===== src/rtl/phy_pkg.sv =====
// Shared definitions for the PHY lane schedulers (transmit arbiter and its
// receive-side counterpart).
package phy_pkg;

  localparam int unsigned DATA_W = 8;
  localparam int unsigned NUM_CH = 4;
  localparam logic [DATA_W-1:0] IDLE_SYM = 8'hBC;

  typedef enum logic {
    SYNC = 1'b0,
    RUN  = 1'b1
  } phy_state_e;

endpackage : phy_pkg


===== src/rtl/rr_pick4.sv =====
// Four-way round-robin picker: finds the first requester at or after ptr,
// wrapping modulo 4. Purely combinational so both schedulers can share it.
module rr_pick4 (
  input  logic [3:0] req,
  input  logic [1:0] ptr,
  output logic       found,
  output logic [1:0] idx
);

  logic [1:0] cand;

  // Scan from the farthest offset down so the nearest requester wins.
  always_comb begin
    found = 1'b0;
    idx   = ptr;
    cand  = ptr;
    for (int k = 3; k >= 0; k--) begin
      cand = ptr + 2'(k);
      if (req[cand]) begin
        found = 1'b1;
        idx   = cand;
      end
    end
  end

endmodule : rr_pick4


===== src/rtl/phy_rr_arbiter.sv =====
// Transmit-side lane scheduler: emits INIT_SYMS idle sync symbols after
// reset, then round-robins four show-ahead FIFOs onto one byte lane,
// popping at most one byte per cycle and honouring almost_full.
//
// state | meaning
// ------+-------------------------------------------------------------
// SYNC  | post-reset idle run; counts INIT_SYMS cycles, never pops
// RUN   | arbitration enabled; pops one byte per cycle when allowed
module phy_rr_arbiter
  import phy_pkg::*;
#(
  parameter int unsigned INIT_SYMS = 4
) (
  input  logic              clk_f,
  input  logic              reset,
  input  logic [3:0]        fifo_empty,
  input  logic [DATA_W-1:0] data_in_0,
  input  logic [DATA_W-1:0] data_in_1,
  input  logic [DATA_W-1:0] data_in_2,
  input  logic [DATA_W-1:0] data_in_3,
  input  logic              almost_full,
  output logic [NUM_CH-1:0] pop,
  output logic [DATA_W-1:0] data_out,
  output logic              valid_out,
  output logic [1:0]        grant_id,
  output logic              active
);

  phy_state_e        state_q, state_d;
  logic [3:0]        sync_cnt_q, sync_cnt_d;
  logic [1:0]        rr_ptr_q, rr_ptr_d;
  logic [DATA_W-1:0] data_out_q, data_out_d;
  logic              valid_q, valid_d;
  logic [1:0]        grant_id_q, grant_id_d;
  logic              active_q, active_d;

  logic              pick_found;
  logic [1:0]        pick_idx;
  logic              grant;
  logic [DATA_W-1:0] sel_data;

  rr_pick4 u_pick (
    .req   (~fifo_empty),
    .ptr   (rr_ptr_q),
    .found (pick_found),
    .idx   (pick_idx)
  );

  // A grant needs RUN, no backpressure, a candidate, and no reset this cycle.
  assign grant = (state_q == RUN) && !almost_full && pick_found && !reset;

  // Pop strobe and head-byte mux for the picked channel.
  always_comb begin
    pop = '0;
    if (grant) pop[pick_idx] = 1'b1;
    case (pick_idx)
      2'd0:    sel_data = data_in_0;
      2'd1:    sel_data = data_in_1;
      2'd2:    sel_data = data_in_2;
      default: sel_data = data_in_3;
    endcase
  end

  // Next-state and next-output computation; idle symbol unless a byte is granted.
  always_comb begin
    state_d    = state_q;
    sync_cnt_d = sync_cnt_q;
    rr_ptr_d   = rr_ptr_q;
    data_out_d = IDLE_SYM;
    valid_d    = 1'b0;
    grant_id_d = grant_id_q;
    active_d   = active_q;
    case (state_q)
      SYNC: begin
        sync_cnt_d = sync_cnt_q + 4'd1;
        if (sync_cnt_q == 4'(INIT_SYMS - 1)) begin
          state_d  = RUN;
          active_d = 1'b1;
        end
      end
      RUN: begin
        active_d = 1'b1;
        if (grant) begin
          data_out_d = sel_data;
          valid_d    = 1'b1;
          grant_id_d = pick_idx;
          rr_ptr_d   = pick_idx + 2'd1;
        end
      end
      default: state_d = SYNC;
    endcase
  end

  // State and output registers with synchronous active-high reset.
  always_ff @(posedge clk_f) begin
    if (reset) begin
      state_q    <= SYNC;
      sync_cnt_q <= '0;
      rr_ptr_q   <= '0;
      data_out_q <= IDLE_SYM;
      valid_q    <= 1'b0;
      grant_id_q <= '0;
      active_q   <= 1'b0;
    end else begin
      state_q    <= state_d;
      sync_cnt_q <= sync_cnt_d;
      rr_ptr_q   <= rr_ptr_d;
      data_out_q <= data_out_d;
      valid_q    <= valid_d;
      grant_id_q <= grant_id_d;
      active_q   <= active_d;
    end
  end

  assign data_out  = data_out_q;
  assign valid_out = valid_q;
  assign grant_id  = grant_id_q;
  assign active    = active_q;

endmodule : phy_rr_arbiter


===== config.mk =====
export PLATFORM = sky130hd
export DESIGN_NAME = phy_rr_arbiter
export DESIGN_NICKNAME = d
export VERILOG_FILES = /design/src/rtl/phy_pkg.sv /design/src/rtl/rr_pick4.sv /design/src/rtl/phy_rr_arbiter.sv
export SDC_FILE = /design/constraint.sdc
export NUM_CORES = 1
export LEC_CHECK = 0
export ABC_AREA = 1
export CAP_MARGIN = 20
export CORE_MARGIN = 2
export CORE_UTILIZATION = 41
export DETAILED_ROUTE_END_ITERATION = 6
export HOLD_SLACK_MARGIN = 0.08
export PLACE_DENSITY = 0.79
export SLEW_MARGIN = 25
export SYNTH_ARGS = -nofsm -noshare
export SYNTH_HDL_FRONTEND = slang
export SYNTH_HIERARCHICAL = 1
export SYNTH_SLANG_ARGS = --single-unit

===== constraint.sdc =====
create_clock -name clk_f -period 2.6 [get_ports clk_f]
set_clock_uncertainty 0.2 [all_clocks]
set_input_delay 0.39 -clock clk_f [delete_from_list [all_inputs] [get_ports clk_f]]
set_output_delay 0.39 -clock clk_f [all_outputs]
set_load 0.02 [all_outputs]

==> qor.txt, run 1 <==
Wirelength per Cell -> 13.17 um
gr busiest metal -> met2
CP Depth -> 14
Distinct cells, synth -> 23
Congestion Overflow GR -> 0
TNS Setup -> -0.1840 ns
fin area -> 2155 um2
worst rel slew slack -> 0.8415
Setup crit start kind -> flop
P_sw -> 277.9 uW
critical path fanouts, max -> 5
CP arrival -> 2.07 ns
most frequent cells in the layout -> 60 x nand2_1, 46 x clkdlybuf4s50_1, 24 x buf_4, 19 x nor2_1, 17 x dfxtp_1
worst setup margin -> -0.06258 ns
CP startpoint -> rr_ptr_q[0]
cell-by-cell trace of the critical path -> buf_6 > o21ai_4 > nand2_2 > nand2_2 > nand2_2 > nand2_2 > nand2_1 > nand2_1 > nand2_2 > buf_6 > ha_4 > inv_2 > nor2_1 > buf_4
TritonCTS clock tree -> built
Place WS -> -0.5834 ns
nets@finish -> 321
Avg Inst Size Synth -> 6.142 um2
routed vias -> 1,513
Clock transition at path regs -> 0.13 ns
Most used DFF post-synth -> dfxtp_1
initial core utilization -> 0.4372
drt total wl -> 4.031 mm
failing checks -> setup timing
row count -> 19
Critical R2R Launch -> rr_ptr_q[0]
drt first pass iters -> 4
Net Count, Synth -> 243
Worst-Skew Late Latency -> 0.32 ns
Peak VDD IR -> 0.0004488 V
CTS Root Cell -> clkbuf_4
Clock Tree Buf Depth -> 2
met2 Usage GRT -> 0.3612
CP required -> 2.01 ns
largest net degree at the start of global routing -> 12
CTS Hold Bufs -> 0
max_cap viols -> 0
cell family with most CP delay -> simple AND/OR/NAND/NOR gates
total power -> 799.8 uW
Seq/Total Area, Yosys -> 0.3128
CP peak stage delay -> 0.41 ns
post-route insts no fill -> 306
total global-route track usage -> 0.1994
P&R area growth vs syn -> 77.16%
Cell Int Power -> 522.0 uW
num ports -> 55
vias in the first global route -> 1,289
Final GP Congestion -> 0.8043
crit share post-route -> 1.024
grt met1 use -> 0.2327
Flop pwr share -> 0.401
core area -> 2781 um2
first-pass GRT wire length -> 5.354 mm
Final Hold Fails -> 0
Worst path slowest cell -> dfxtp_4
commonest non-fill, non-tap cell in the layout -> nand2_1
Worst Setup EP -> pop[3]
die width -> 58.47 um
critical path buffer and inverter count -> 4
Power per Cell Area -> 371.2 nW/um2
Final setup viols -> 4
# DRC -> 0
CP most frequent cell -> nand2_2
diodes inserted -> 0
CP Capture Type -> output pin
Clk pwr share -> 0.208
Comb pwr share -> 0.391
leakage power -> 0.001039 uW
fraction of registers with async set or reset after synthesis -> 0
share of cells above drive strength 1 -> 0.3200
post-layout minimum cycle time -> 2.663 ns
die area -> 3418 um2
H-tree levels -> 1
Peak Freq -> 0.3756 GHz
status -> complete, but fails checks
Crit Path Category -> flop to output pin
R2R Path End -> data_out[4]
die height -> 58.47 um
number of enable flip-flop cells after synthesis -> 0
worst reg2reg path depth -> 16
met3 GRT Util -> 0.03736
Gate Count Post-Synth -> 198
Clock Sinks -> 19
CTS Buf Count -> 3
IO Port Bufs -> 54
DRT antenna net count -> 0
Yosys warning count -> 6
Via density -> 4.944
RSZ-0062 raised after global routing -> yes
Slew @ Worst Pin -> 0.2370 ns
Switching Fraction -> 0.3474
mapped cell area -> 1216 um2
initial antenna violation count -> 0
DR iter-0 viols -> 52
worst min-delay path category -> flop to flop
# placed instances -> 294
Cell Area, Placed -> 1893 um2
Detailed Place HPWL -> 2.447 mm
Slew Limit Fails -> 0
flop2flop setup slack -> 0.10 ns
flops & latches, synth -> 19
## worst register-to-register path, delay by kind of cell, from the launching register on
family,cells,cell delay (ns)
compound gates,1,0.15
fa+ha+maj,1,0.22
buf+inv,5,0.78
flops,1,0.41
simple gates,9,0.68
## metrics by stage
stage,utilization,hold WS [ns]
after global routing,0.7746,0.3215
after detailed placement,0.6806,0.2640
final,0.7746,0.2785
after floorplan,-,0.2457
after CTS,0.7063,0.2818
after global placement,0.6806,0.2555
## power by group through the flow
stage | Clock (uW) | Sequential (uW) | Combinational [uW]
after detailed placement | 0 | 327 | 254
after CTS | 167 | 320 | 268
after floorplan | 0 | 332 | 127
final | 167 | 321 | 313
after global routing | 176 | 323 | 343
after global placement | 0 | 326 | 250
## per-layer routing
layer / vias to the layer above / wire length (um)
met5: - / 0
met4: 0 / 110
met3: 14 / 302
met2: 62 / 2024
met1: 677 / 1593
li1: 760 / -
## cell usage after synthesis, types with 2 or more instances
cell | instances | area, um2
a21oi_1 | 4 | 20.02
ha_1 | 6 | 75.07
dfxtp_1 | 19 | 380.4
nor3_2 | 3 | 30.03
buf_2 | 4 | 20.02
nand2_2 | 2 | 12.51
inv_2 | 3 | 11.26
o21ai_0 | 3 | 15.01
nor2_1 | 21 | 78.83
buf_6 | 2 | 22.52
inv_1 | 24 | 90.09
o21ai_1 | 2 | 10.01
nand3_1 | 18 | 90.09
nand2_1 | 78 | 292.8
## cell families (layout without fill, tap and decap cells)
family | after synthesis | after routing | share of synthesized area
AO/OA/AOI/OAI | 12 | 12 | 0.05453
adder cells (fa/ha/maj) | 6 | 6 | 0.06173
buffers and inverters | 35 | 112 | 0.1276
flip-flops | 19 | 19 | 0.3128
AND/OR/NAND/NOR | 126 | 126 | 0.4434
## worst min-delay path by stage
| stage | depth (start not counted) | slack [ns] | end | startpoint |
|---|---|---|---|---|
| after CTS | 2 | 0.28 | sync_cnt_q[2] | sync_cnt_q[2] |
| after detailed placement | 2 | 0.26 | sync_cnt_q[2] | sync_cnt_q[2] |
| after global routing | 2 | 0.32 | sync_cnt_q[2] | sync_cnt_q[2] |
| after global placement | 2 | 0.26 | grant_id[0] | grant_id[0] |
| after floorplan | 2 | 0.25 | rr_ptr_q[0] | rr_ptr_q[0] |
| final | 2 | 0.28 | sync_cnt_q[2] | sync_cnt_q[2] |
## state kept, by name, indices dropped and copies added (netlist names)
register,cells
data_out,8
sync_cnt_q,4
grant_id,2
rr_ptr_q,2
active,1
state_q,1
valid_out,1
## timing repair
action	in CTS	in global routing
resized for setup	35	54
buffers inserted	3	6
endpoints found under the hold margin	0	0
pin swaps	7	25
endpoints found under the setup margin	4	4
## final cells by class
type | instances | area (um2)
Clock buffer | 3 | 22.52
Timing Repair Buffer | 79 | 743.2
Inverter | 29 | 120.1
Sequential cell | 19 | 385.4
Clock inverter | 1 | 5.005
Tap cell | 31 | 38.79
Multi-Input combinational cell | 144 | 839.6
Fill cell | 193 | 626.9
No activity file was read; power rests on OpenSTA's default activity.
==> inputs of run 2 (changes only) <==
CORE_UTILIZATION = 43   (was 41)
CTS_BUF_LIST = sky130_fd_sc_hd__clkbuf_8   (was unset)
PLACE_DENSITY = 0.82   (was 0.79)
TNS_END_PERCENT = 10   (was unset)
==> run 2 against run 1 <==
  * The flow still finishes with violations (setup timing)
  * First-iteration DRC count up 52%
  * Die area is 4.3% lower
  * Critical path depth up 2
  * Final area shrank 1.1%
  * Maximum frequency up 1.2%
  * Combinational power about the same
  * Non-clock buffer count down 1
  * Sequential power barely moved
  * Critical path type unchanged
  * Highest routed layer unchanged
==> qor.txt, run 2 (same netlist as run 1, synthesis figures left out) <==
CTS Buf Count -> 3
diodes inserted -> 0
Clock Sinks -> 19
DR iter-0 viols -> 79
first-pass GRT wire length -> 5.837 mm
num ports -> 55
drt first pass iters -> 4
routed vias -> 1,537
row count -> 19
most frequent cells in the layout -> 63 x nand2_1, 46 x clkdlybuf4s50_1, 25 x buf_4, 20 x inv_1, 20 x nor2_1
worst rel slew slack -> 0.8365
Wirelength per Cell -> 13.44 um
H-tree levels -> 1
max_cap viols -> 0
Setup crit start kind -> flop
Crit Path Category -> flop to output pin
nets@finish -> 320
post-layout minimum cycle time -> 2.630 ns
CP Capture Type -> output pin
Final Hold Fails -> 0
largest net degree at the start of global routing -> 12
CP required -> 2.01 ns
CTS Root Cell -> clkbuf_8
crit share post-route -> 1.012
critical path fanouts, max -> 6
worst reg2reg path depth -> 16
die width -> 57.18 um
worst min-delay path category -> flop to flop
max FFs per register -> 8
failing checks -> setup timing
Critical R2R Launch -> rr_ptr_q[0]
Final setup viols -> 2
die area -> 3270 um2
Detailed Place HPWL -> 2.567 mm
commonest non-fill, non-tap cell in the layout -> nand2_1
Slew @ Worst Pin -> 0.2444 ns
status -> complete, but fails checks
CTS Hold Bufs -> 0
DRT antenna net count -> 0
drt total wl -> 4.100 mm
Worst Setup EP -> pop[0]
share of cells above drive strength 1 -> 0.2701
RSZ-0062 raised after global routing -> yes
Via density -> 5.039
CP startpoint -> rr_ptr_q[0]
vias in the first global route -> 1,361
initial antenna violation count -> 0
Clock transition at path regs -> 0.07 ns
Layout Utilization -> 0.7862
die height -> 57.18 um
worst setup margin -> -0.03032 ns
P&R area growth vs syn -> 75.21%
initial core utilization -> 0.4488
TritonCTS clock tree -> built
Peak VDD IR -> 0.0004561 V
Peak Freq -> 0.3802 GHz
Power per Cell Area -> 396.7 nW/um2
Worst-Skew Late Latency -> 0.26 ns
core area -> 2710 um2
total global-route track usage -> 0.2233
# DRC -> 0
Clock Tree Buf Depth -> 2
Congestion Overflow GR -> 0
HP Start -> grant_id[1]
leakage power -> 0.001008 uW
Final GP Congestion -> 0.8283
Slew Limit Fails -> 0
flop2flop setup slack -> 0.13 ns
IO Port Bufs -> 54
CP arrival -> 2.04 ns
Min Hold Slack -> 0.2823 ns
R2R Path End -> data_out[6]
[run 2: changes by cell type in the layout (fill, tap and decap cells not counted), moves of 3 or more]
cell,previous run,this run
buf_6,5,1
dlygate4sd2_1,1,4
inv_2,13,6
clkbuf_4,3,0
dlymetal6s2s_1,3,0
inv_1,13,20
nand2_4,7,3
nand2_1,60,63
clkbuf_8,0,3
[run 2: layout make-up]
type / instances / area [um2]
multi-input combinational: 144 / 800.8
timing repair buffer: 78 / 739.5
fill: 189 / 579.3
sequential: 19 / 385.4
inverter: 29 / 120.1
clock buffer: 3 / 41.29
tap: 31 / 38.79
clock inverter: 1 / 5.005
[run 2: power breakdown]
| part | internal [uW] | switching [uW] |
|---|---|---|
| combinational | 156 | 156 |
| clock | 107 | 106 |
| sequential | 307 | 13.1 |
[run 2: layer usage]
layer / GRT usage / part of all wire / vias to the layer above / wire length [um]
met4: 0.04983 / 0.024 / 0 / 98
met1: 0.2651 / 0.41 / 703 / 1663
met5: 0 / 0 / - / 0
met2: 0.4122 / 0.49 / 68 / 2002
met3: 0.04535 / 0.082 / 10 / 336
li1: - / - / 756 / -
[run 2: through the flow]
stage                     cell area (um2)  power, uW  setup WS, ns  cells  setup TNS, ns
after global placement               1893      577.5       -0.5122    294         -2.370
final                                2131      845.4      -0.03032    305       -0.03797
after CTS                            2008      811.8       0.03032    302              0
after global routing                 2131      900.5       -0.1209    305        -0.5261
after detailed placement             1893      583.0       -0.5725    294         -2.949
after floorplan                      1216      459.3        0.2523    198              0
[run 2: what timing repair did]
action	CTS	global route
setup buffers	4	2
cloned	0	1
setup endpoints to repair	4	6
resized for setup	40	26
pin swaps	13	12
[run 2: worst min-delay path by stage]
stage	endpoint	depth (start not counted)
2_1_floorplan	rr_ptr_q[0]	2
3_3_place_gp	grant_id[0]	2
3_5_place_dp	grant_id[0]	2
4_1_cts	grant_id[0]	2
5_1_grt	grant_id[0]	2
6_report	grant_id[1]	2
[run 2: critical path, cell delays in order, from the launching register on]
cell,delay [ns]
dfxtp_4,0.37
buf_12,0.14
inv_8,0.06
nand2_1,0.05
nand2_1,0.10
nand2_1,0.09
nand2_1,0.10
inv_2,0.05
nand2_2,0.09
nand2_2,0.07
nand2_2,0.09
nand2_4,0.07
inv_4,0.08
ha_4,0.13
inv_1,0.04
nor2_1,0.11
buf_4,0.16
